## src/rtl/imem_fetch_ctrl.sv

```systemverilog
// Fetch sequencer: owns the PC, reads the async instruction memory and queues
// {instr, pc} pairs for decode. Optional macro: JUMP_PREDECODE_EN.
module imem_fetch_ctrl #(
    parameter int                 ADDR_W   = 7,
    parameter int                 DEPTH    = 2,
    parameter logic [ADDR_W-1:0]  RESET_PC = '0
) (
    input  logic              clk,
    input  logic              rst_n,
    input  logic              start,
    input  logic              halt_req,
    input  logic              redirect_valid,
    input  logic [ADDR_W-1:0] redirect_pc,
    output logic [ADDR_W-1:0] imem_addr,
    input  logic [31:0]       imem_data,
    output logic              if_valid,
    input  logic              if_ready,
    output logic [31:0]       if_instr,
    output logic [ADDR_W-1:0] if_pc,
    output logic              busy,
    output logic [1:0]        dbg_state
);

    // Handshake: a head entry transfers on any rising edge where if_valid and
    // if_ready are both high; if_instr/if_pc stay put while if_valid && !if_ready.

    typedef enum logic [1:0] {
        ST_IDLE  = 2'd0,
        ST_RUN   = 2'd1,
        ST_DRAIN = 2'd2
    } state_t;

    localparam logic [1:0] LAST_PTR = 2'(DEPTH - 1);
    localparam logic [2:0] FULL_CNT = 3'(DEPTH);

    state_t            r_state;
    state_t            w_state_next;
    logic [ADDR_W-1:0] r_pc;
    logic [ADDR_W-1:0] w_pc_next;
    logic [ADDR_W-1:0] w_pc_seq;
    logic [ADDR_W-1:0] w_pc_fetch;
    logic [2:0]        r_count;
    logic [1:0]        r_head;
    logic [1:0]        r_tail;
    logic [31:0]       r_buf_instr [0:3];
    logic [ADDR_W-1:0] r_buf_pc    [0:3];
    logic              w_push;
    logic              w_pop;
    logic              w_valid;

    function automatic logic [1:0] ptr_inc(input logic [1:0] p);
        return (p == LAST_PTR) ? 2'd0 : p + 2'd1;
    endfunction

    assign w_valid  = (r_count != 3'd0);
    // Redirect flushes the buffer, so it suppresses both push and pop.
    assign w_push   = (r_state == ST_RUN) && (r_count != FULL_CNT) && !redirect_valid;
    assign w_pop    = w_valid && if_ready && !redirect_valid;
    assign w_pc_seq = r_pc + ADDR_W'(4);

`ifdef JUMP_PREDECODE_EN
    assign w_pc_fetch = (imem_data[31:26] == 6'b000010) ?
                        {imem_data[ADDR_W-3:0], 2'b00} : w_pc_seq;
`else
    assign w_pc_fetch = w_pc_seq;
`endif

    always_comb begin
        w_pc_next = r_pc;
        if (redirect_valid) begin
            w_pc_next = {redirect_pc[ADDR_W-1:2], 2'b00};
        end else if ((r_state == ST_IDLE) && start) begin
            w_pc_next = RESET_PC;
        end else if (w_push) begin
            w_pc_next = w_pc_fetch;
        end
    end

    always_comb begin
        w_state_next = r_state;
        case (r_state)
            ST_IDLE:  if (start)    w_state_next = ST_RUN;
            ST_RUN:   if (halt_req) w_state_next = ST_DRAIN;
            // Exit is judged on the pre-edge count, so a redirect flush in
            // DRAIN leaves one extra cycle before returning to IDLE.
            ST_DRAIN: if (r_count == 3'd0) w_state_next = ST_IDLE;
            default:  w_state_next = ST_IDLE;
        endcase
    end

    always_ff @(posedge clk or negedge rst_n) begin
        if (!rst_n) begin
            r_state <= ST_IDLE;
            r_pc    <= RESET_PC;
        end else begin
            r_state <= w_state_next;
            r_pc    <= w_pc_next;
        end
    end

    always_ff @(posedge clk or negedge rst_n) begin
        if (!rst_n) begin
            r_count <= 3'd0;
            r_head  <= 2'd0;
            r_tail  <= 2'd0;
        end else if (redirect_valid) begin
            r_count <= 3'd0;
            r_head  <= 2'd0;
            r_tail  <= 2'd0;
        end else begin
            if (w_pop)  r_head <= ptr_inc(r_head);
            if (w_push) r_tail <= ptr_inc(r_tail);
            case ({w_push, w_pop})
                2'b10:   r_count <= r_count + 3'd1;
                2'b01:   r_count <= r_count - 3'd1;
                default: r_count <= r_count;
            endcase
        end
    end

    always_ff @(posedge clk or negedge rst_n) begin
        if (!rst_n) begin
            for (int i = 0; i < 4; i++) begin
                r_buf_instr[i] <= '0;
                r_buf_pc[i]    <= '0;
            end
        end else if (w_push) begin
            r_buf_instr[r_tail] <= imem_data;
            r_buf_pc[r_tail]    <= r_pc;
        end
    end

    assign imem_addr = r_pc;
    assign if_valid  = w_valid;
    assign if_instr  = w_valid ? r_buf_instr[r_head] : 32'd0;
    assign if_pc     = w_valid ? r_buf_pc[r_head] : '0;
    assign busy      = (r_state != ST_IDLE) || w_valid;
    assign dbg_state = r_state;

endmodule

```

## config.mk

```make
export PLATFORM = sky130hd
export DESIGN_NAME = imem_fetch_ctrl
export DESIGN_NICKNAME = d
export VERILOG_FILES = /design/src/rtl/imem_fetch_ctrl.sv
export SDC_FILE = /design/constraint.sdc
export NUM_CORES = 1
export LEC_CHECK = 0
export ABC_AREA = 1
export BUFFER_PORTS_ARGS = -buffer_cell sky130_fd_sc_hd__buf_2
export CORE_ASPECT_RATIO = 0.9
export CORE_MARGIN = 1.5
export CORE_UTILIZATION = 58
export CTS_CLUSTER_DIAMETER = 80
export CTS_CLUSTER_SIZE = 8
export DETAILED_ROUTE_END_ITERATION = 10
export HOLD_SLACK_MARGIN = 0.05
export PLACE_DENSITY = 0.8
export SLEW_MARGIN = 20
export SYNTH_ARGS = -nofsm -noshare
export SYNTH_HDL_FRONTEND = slang
export SYNTH_SLANG_ARGS = --single-unit
```

## constraint.sdc

```tcl
create_clock -name clk -period 2.14 [get_ports clk]
set_clock_uncertainty 0.2 [all_clocks]
set_input_delay 0.107 -clock clk [delete_from_list [all_inputs] [get_ports clk]]
set_output_delay 0.107 -clock clk [all_outputs]
set_load 0.02 [all_outputs]
```

# Yosys cells after proc, flatten, opt, wreduce, memory -nomap -nowiden
# Cells that the tools add are included.
# classes
n_addsub,5
order_cmp,3
eq_ne,10
mux,29
n_bitwise,2
n_reduce_logical,17
# op_table
op,count
bitwise mux 128 bit,1
two-way mux 32 bit,4
binary-select mux 32 bit (select 2 bit),1
demux 32 bit (select 2 bit),1
two-way mux 7 bit,7
bitwise mux 28 bit,1
two-way mux 2 bit,9
binary-select mux 7 bit (select 2 bit),1
demux 7 bit (select 2 bit),1
nonzero test 3 bit,3
"== test 2 x 1 -> 1 bit, second input constant",4
"adder 7 x 3 -> 7 bit, second input constant",1
">= comparator 3 bit, second input constant",2
logical AND 1 bit,6
"inequality test 2 bit, second input constant",3
inverter 2 -> 3 bit,2
case mux 2 bit (3 select lines),1
case mux 3 bit (2 select lines),1
nonzero test 2 bit,3
"adder 2 x 1 -> 2 bit, second input constant",2
"== test 2 bit, second input constant",2
"adder 3 x 1 -> 3 bit, second input constant",1
logical NOT 3 bit,1
"< comparator 3 x 1 -> 1 bit, second input constant",1
other kinds (7),7
# word_totals
reg_bits,172
inputBits,45
out_inout_bits,50
word_cells,79

# Logic depth before layout (Yosys ltp)
# Gate-level depths: netlist (run 1).
# logic_depth
word_depth,6
ltp_mapped,13
ltp_nobuf,13

# Worst setup path before layout (run 1)
# Ideal clock, no wire load.
# synth_path
kind,reg-to-reg
startpoint,"reg r_state[1], in the netlist dbg_state[1]"
endpoint,reg r_count[2]
setup_time_ns,0.116
arrival_time_ns,1.727
required_ns,1.824
slack_ns,0.096
stages_incl_launch_ff,14
synth_period_minus_slack_ns,2.044
cell_sequence,dfrtp_1 inv_1 nand2_1 inv_2 nand2_4 nand3_1 inv_1 fa_1 xnor2_1 inv_1 nand2_1 nand2_1 nand2_1 nand2_1
# synth_between
elab_chain_cells,6
elab_cells_between_ends,8
cone_classes,eq/ne (3); mux (2); reduce/logical (3)
# synth_lines
item,line_no,source
from (decl),36,state_t r_state;
from (signal assigned),96,r_state <= w_state_next;
== test 2 x 1 -> 1 bit (*),57,assign w_push = (r_state == ST_RUN) && (r_count != FULL_CNT) && !redirect_valid;
logical AND 1 bit (*) (2 in series),57,
== test 2 x 1 -> 1 bit or == test 2 bit (tied branches),113,"case ({w_push, w_pop})"
case mux 3 bit (2 select lines),113,
two-way mux 3 bit,106,end else if (redirect_valid) begin
to (signal assigned),114,2'b10: r_count <= r_count + 3'd1;
to (signal assigned),115,2'b01: r_count <= r_count - 3'd1;
to (signal assigned),116,default: r_count <= r_count;
to (decl),42,logic [2:0] r_count;
# Mark *: on every way between the ends. The rest lies on a longest branch, timed or not.
# A chain may end at the register's enable or synchronous reset.

# Final worst setup path (run 1)
# layout_path
startpoint,reg r_head[0]
endpoint,out if_instr[11]
# layout_between
elab_chain_cells,5
# layout_lines
item,line_no,source
from (decl),43,logic [1:0] r_head;
from (signal assigned),111,if (w_pop) r_head <= ptr_inc(r_head);
inverter 2 -> 3 bit (implied by the code),135,assign if_instr = w_valid ? r_buf_instr[r_head] : 32'd0;
binary-select mux 32 bit (select 2 bit),135,
two-way mux 32 bit (implied by the code) (2 in series),135,
two-way mux 32 bit,135,
to (decl),18,"output logic [31:0] if_instr,"
# No other way between the ends. The select of a mux whose other input is x is not followed.

==> impl_metrics.ini, run 1 <==
[drt]
vias_per_cell = 5.47
dr.pass1.iters = 5
vias = 6561
routed_wl_um = 18800
drcViolationCount = 0
wl_per_cell_um = 15.6
initialDrtViolationCount = 629
antenna_left = 0

[clock_tree]
clock-sinks = 162
clk_pin_slew_ns = 0.06
root_buffer = clkbuf_16
h-tree-depth = 4
cts_tree = yes
cts_buffers = 17
clockBufferDepth = 2
clkLatencyLatePin_ns = 0.42

[power_and_ir_drop]
combPwrFrac_pct = 37.8
ir_worst_vdd_mv = 1.18
p_leak_nw = 4.48
power_per_cell_area_nw_per_um2 = 1380
power.total_mw = 12.8
p_int_mw = 8.02
p_sw_mw = 4.75
power_frac_seq_pct = 33.8
swShare_pct = 37.2
pwr-share-clk_pct = 28.4

[die]
row_count = 39
die_h_um = 111
die_area_um2 = 13600
io_pins = 95
core_area_um2 = 12600
die_w_um = 123
start_util_pct = 59.4

[timing]
hold_viol_final = 0
fmax_mhz = 476
finalSetupViolCount = 0
fin_crit_ns = 2.10
finalCritPeriodShare_pct = 98.2
rsz0062_at_grt = true
final_max_slew_viol_count = 0

[cells_and_area]
fillers = 954
layout.nets = 1071
final_util_pct = 73.4
area_delta_synth_final_pct = 23.7
seq_area_um2 = 4060
antenna_cells = 0
instances_no_fill = 1199
layout_common_cells = nand2_1, dfrtp_1, nor2_1
drive_above_1_share_pct = 15.6
multi_input_area_um2 = 2850
final_common_cell = nand2_1
final_cell_area_um2 = 9280

[logic_synthesis]
synth_area_per_cell_um2 = 8.27
synth_cell_types = 26
yosys_warnings = 0
yosysSeqAreaShare_pct = 54.0
postSynthCellCount = 907
synth-seq-cells = 162
netlist_area_um2 = 7500

[critical_path]
worstSetupPathType = reg -> out
r2r_cells = 13
timing.rr.end = r_count[2]$_DFFE_PN0P_
crit_path_end_kind = primary output
worstPathMaxFanout = 25
critical_path_arrival_ns = 1.79
cp.required_ns = 1.83
rr_startpoint = dbg_state[1]$_DFFE_PN0P_
r2r_slack_ns = 0.18
cp-start-kind = flop

[status]
status = finished clean

[min_path]
hp-class = in -> reg
whs_endpoint = dbg_state[1]$_DFFE_PN0P_
worstHoldStart = halt_req
worstHoldPathCells = 4

[placed_design]
hpwl_um = 10000
placed_area_um2 = 8030
place_congestion = 0.838
dp.cells = 1122
io_buffers = 88

[global_routing]
first_global_vias = 6472
grt_max_degree = 63
grt_use_total_pct = 28.7
grt_pass1_wl_um = 30600
grt_overflow = 0
antenna_found_initial = 0

[job]
cap_violations = 0
[timing repair]
action | 4_1_cts | 5_1_grt
setup buffers | 0 | 0
hold buffers | 45 | 0
resized for setup | 2 | 10
cloned | 0 | 2
pin swaps | 0 | 3
setup endpoints to repair | 5 | 18
hold endpoints to repair | 304 | 0
[final cells by class]
| cell class | instances | area share [%] |
|---|---|---|
| Clock buffer | 19 | 4.77 |
| Clock inverter | 11 | 2.78 |
| Inverter | 52 | 2.10 |
| Multi-Input combinational cell | 631 | 30.7 |
| Sequential cell | 162 | 43.7 |
| Tap cell | 164 | 2.21 |
| Timing Repair Buffer | 160 | 13.7 |
[kinds of logic (layout without fill, tap and decap cells)]
group,count (synthesis),count (layout),synth area share [%]
and+or+nand+nor,342,342,17.9
buffers and inverters,117,242,8.45
DFF,162,162,54.0
AOI/OAI and AO/OA,279,279,18.7
xor gates and xnor gates,4,4,0.467
other,1,4,0.0500
adders and majority gates,2,2,0.434
[metal layers]
| metal | track usage (%) | vias up | routed length [µm] |
|---|---|---|---|
| met5 | 0 | - | 0 |
| met4 | 10.2 | 0 | 263 |
| met3 | 5.86 | 24 | 1200 |
| met2 | 46.6 | 261 | 9110 |
| met1 | 38.2 | 3105 | 8190 |
| li1 | - | 3171 | - |
[sequential cells by signal (all words and copies together) (netlist names)]
signal / cells
r_head: 2
r_buf_instr: 128
dbg_state: 2
imem_addr: 5
r_tail: 2
r_count: 3
r_buf_pc: 20
[critical path, stage by stage (launching register included)]
cell and delay, ns:
dfrtp_2 0.42, buf_6 0.24, nor2_1 0.08, nor2_1 0.11, o21ai_0 0.11, a21oi_1 0.19, buf_2 0.20
[synth_stat cells (all sizes together)]
library cell	count	area share, %
nand4	1	0.083
ha	1	0.17
clkbuf	16	0.80
buf	49	5.1
a31oi	1	0.083
xor2	2	0.23
dfrtp	162	54
inv	52	2.6
xnor2	2	0.23
o31ai	1	0.10
o21ai	232	15
nand3	9	0.87
a21oi	45	3.0
conb	1	0.050
nand2	178	9.0
fa	1	0.27
nor2	154	7.9
[power groups by stage]
| stage | Sequential [mW] | Combinational [mW] | Clock, mW |
|---|---|---|---|
| after floorplan | 4.29 | 3.08 | 0 |
| after global placement | 4.28 | 4.34 | 0 |
| after detailed placement | 4.31 | 4.45 | 0 |
| after CTS | 4.28 | 4.58 | 3.65 |
| after global routing | 4.40 | 5.33 | 3.78 |
| final | 4.32 | 4.83 | 3.63 |
[worst max-delay path by stage]
stage	startpoint	to	slack, ns	depth (start not counted)
after floorplan	dbg_state[1]$_DFFE_PN0P_	r_count[2]$_DFFE_PN0P_	0.1	13
after global placement	r_count[2]$_DFFE_PN0P_	r_count[2]$_DFFE_PN0P_	0.14	11
after detailed placement	r_count[2]$_DFFE_PN0P_	r_count[2]$_DFFE_PN0P_	0.06	11
after CTS	r_head[0]$_DFFE_PN0P_	if_pc[5]	0.04	6
after global routing	r_head[0]$_DFFE_PN0P_	if_instr[27]	-0.02	6
final	r_head[0]$_DFFE_PN0P_	if_instr[11]	0.04	6
[per-stage QoR]
stage	TNS (ns)	hold WS [ns]	worst slack, ns
2_1_floorplan	0	-0.389	0.0964
6_report	0	0.260	0.0393
3_5_place_dp	0	-0.191	0.0626
5_1_grt	-0.0541	0.293	-0.0215
3_3_place_gp	0	-0.189	0.140
4_1_cts	0	0.246	0.0352
Note: power is estimated with default switching activity, not from simulation.
==> inputs of run 2 (changes only) <==
- clock period: 2.14 -> 2.05 ns (I/O delays scaled with it)
==> run 2 against run 1 <==
The run now ends with setup timing left. Cell area increased by 0.66%. Hold slack better by 0.014 ns. Via count is 2.5% higher. Flip-flop and latch count unchanged. Cell count increased by 0.33%. Register-to-register slack got worse by 0.18 ns. Clock power shrank 8.5%. First-iteration DRC count is 8.6% higher. Count of clock-buffer cells in the layout rose by 6. Routed wire length grew 2.0%. Highest routed layer unchanged.
==> impl_metrics.ini, run 2 (synthesis results as in run 1) <==
[critical_path]
critical_path_arrival_ns = 1.82
worstPathMaxFanout = 20
timing.rr.end = r_count[2]$_DFFE_PN0P_
rr_startpoint = dbg_state[1]$_DFFE_PN0P_
cp.required_ns = 1.75
cpLargestDelayFamily = buffers and inverters
path_buf_inv = 4
path_cells = inv_1 > nand2_1 > inv_4 > buf_12 > a21oi_1 > buf_2
r2r_cells = 13
r2r_slack_ns = 0
worstSetupPathType = reg -> out
cp-start-kind = flop
slowest_delay_ns = 0.43
crit_path_end_kind = primary output
crit_path_top_delay_cell = dfrtp_2

[clock_tree]
cts_buffers = 17
clock-sinks = 162
clockBufferDepth = 2
cts_tree = yes
root_buffer = clkbuf_16
h-tree-depth = 4
clkLatencyLatePin_ns = 0.42
clk_pin_slew_ns = 0.06

[drt]
vias = 6725
drcViolationCount = 0
routed_wl_um = 19100
wl_per_cell_um = 15.9
vias_per_cell = 5.59
dr.pass1.iters = 6
antenna_left = 0
initialDrtViolationCount = 683

[global_routing]
grt_max_degree = 75
antenna_found_initial = 0
first_global_vias = 6353
grt_overflow = 0
grt_use_total_pct = 29.1
grt_pass1_wl_um = 30700

[placed_design]
io_buffers = 88
dp.cells = 1123
place_congestion = 0.811
dp_slack_ns = -0.00757
hpwl_um = 10100

[job]
cap_violations = 0

[cells_and_area]
antenna_cells = 0
largest_register = r_buf_instr
instances_no_fill = 1203
area_delta_synth_final_pct = 24.5
final_common_cell = nand2_1
layout_common_cells = nand2_1, dfrtp_1, nor2_1
final_util_pct = 73.9
seq_area_um2 = 4060
layout.nets = 1075
largest_reg_flops = 128
drive_above_1_share_pct = 16.1
fillers = 928
multi_input_area_um2 = 2870

[die]
die_area_um2 = 13600
io_pins = 95
core_area_um2 = 12600
start_util_pct = 59.4
die_w_um = 123
die_h_um = 111
row_count = 39

[timing]
hold_viol_final = 0
fmax_mhz = 471
layout_setup_ws_ns = -0.0753
final_max_slew_viol_count = 0
finalCritPeriodShare_pct = 104
fin_tns_setup_ns = -0.209
rsz0062_at_grt = true
fin_crit_ns = 2.13
finalSetupViolCount = 10

[power_and_ir_drop]
power_per_cell_area_nw_per_um2 = 1410
p_leak_nw = 4.47
ir_worst_vdd_mv = 0.861

[min_path]
worstHoldPathCells = 4
whs_endpoint = dbg_state[1]$_DFFE_PN0P_
hp-class = in -> reg
worstHoldStart = halt_req

[status]
failed_checks = setup timing
status = finished with violations
[run 2: what timing repair did]
action / in CTS / in global routing
buffers inserted: 0 / 3
gates resized for setup: 10 / 51
hold buffers: 46 / 0
endpoints found under the setup margin: 39 / 41
hold endpoints to repair: 304 / 0
cloned: 1 / 0
pin swaps: 1 / 7
[run 2: worst max path at each step]
stage,from,endpoint,slack (ns),depth (start not counted)
floorplan,dbg_state[1]$_DFFE_PN0P_,r_count[2]$_DFFE_PN0P_,0.006,13
global placement,r_count[2]$_DFFE_PN0P_,r_count[2]$_DFFE_PN0P_,0.08,11
detailed placement,r_count[2]$_DFFE_PN0P_,r_count[2]$_DFFE_PN0P_,-0.008,11
CTS,r_head[0]$_DFFE_PN0P_,if_instr[6],-0.05,6
global route,r_head[0]$_DFFE_PN0P_,if_instr[4],-0.12,5
finish,r_count[1]$_DFFE_PN0P_,if_instr[6],-0.08,6
[run 2: worst register-to-register path, cell delays in order (launching register included)]
cell and delay, ns:
dfrtp_1 0.41, inv_2 0.09, nand2_2 0.06, inv_2 0.09, nand2_4 0.07, nand3_4 0.10
inv_2 0.05, fa_2 0.40, xnor2_2 0.19, inv_1 0.06, nand2_1 0.07, nand2_1 0.06
nand2_1 0.06, nand2_1 0.04
[run 2: report_power, final]
part           internal [mW]  switching [mW]  leakage [nW]
Sequential              4.01           0.529          2.15
Combinational           2.04            3.29          2.03
Clock                   2.12            1.20         0.297
[run 2: layer usage]
metal | global-route usage, % | part of all wire [%] | up-vias
met2 | 47.1 | 49 | 302
met1 | 39.0 | 43 | 3221
met3 | 6.17 | 6.6 | 27
met5 | 0 | 0 | -
met4 | 9.30 | 1.2 | 0
li1 | - | - | 3175
[run 2: layout make-up]
class                      instances  area share (%)
multi-input combinational        631            30.8
inverter                          52            2.12
sequential                       162            43.4
tap                              164            2.20
timing repair buffer             164            15.0
clock inverter                     5            1.34
clock buffer                      25            5.20
[run 2: metrics by stage]
step                      hold slack [ns]  cell area, µm²  power, mW
after floorplan                    -0.393            7510       7.70
after CTS                           0.237            9190       12.8
after global routing                0.303            9340       13.9
after detailed placement          -0.0760            8060       9.18
final                               0.273            9340       13.2
after global placement            -0.0754            8060       9.03
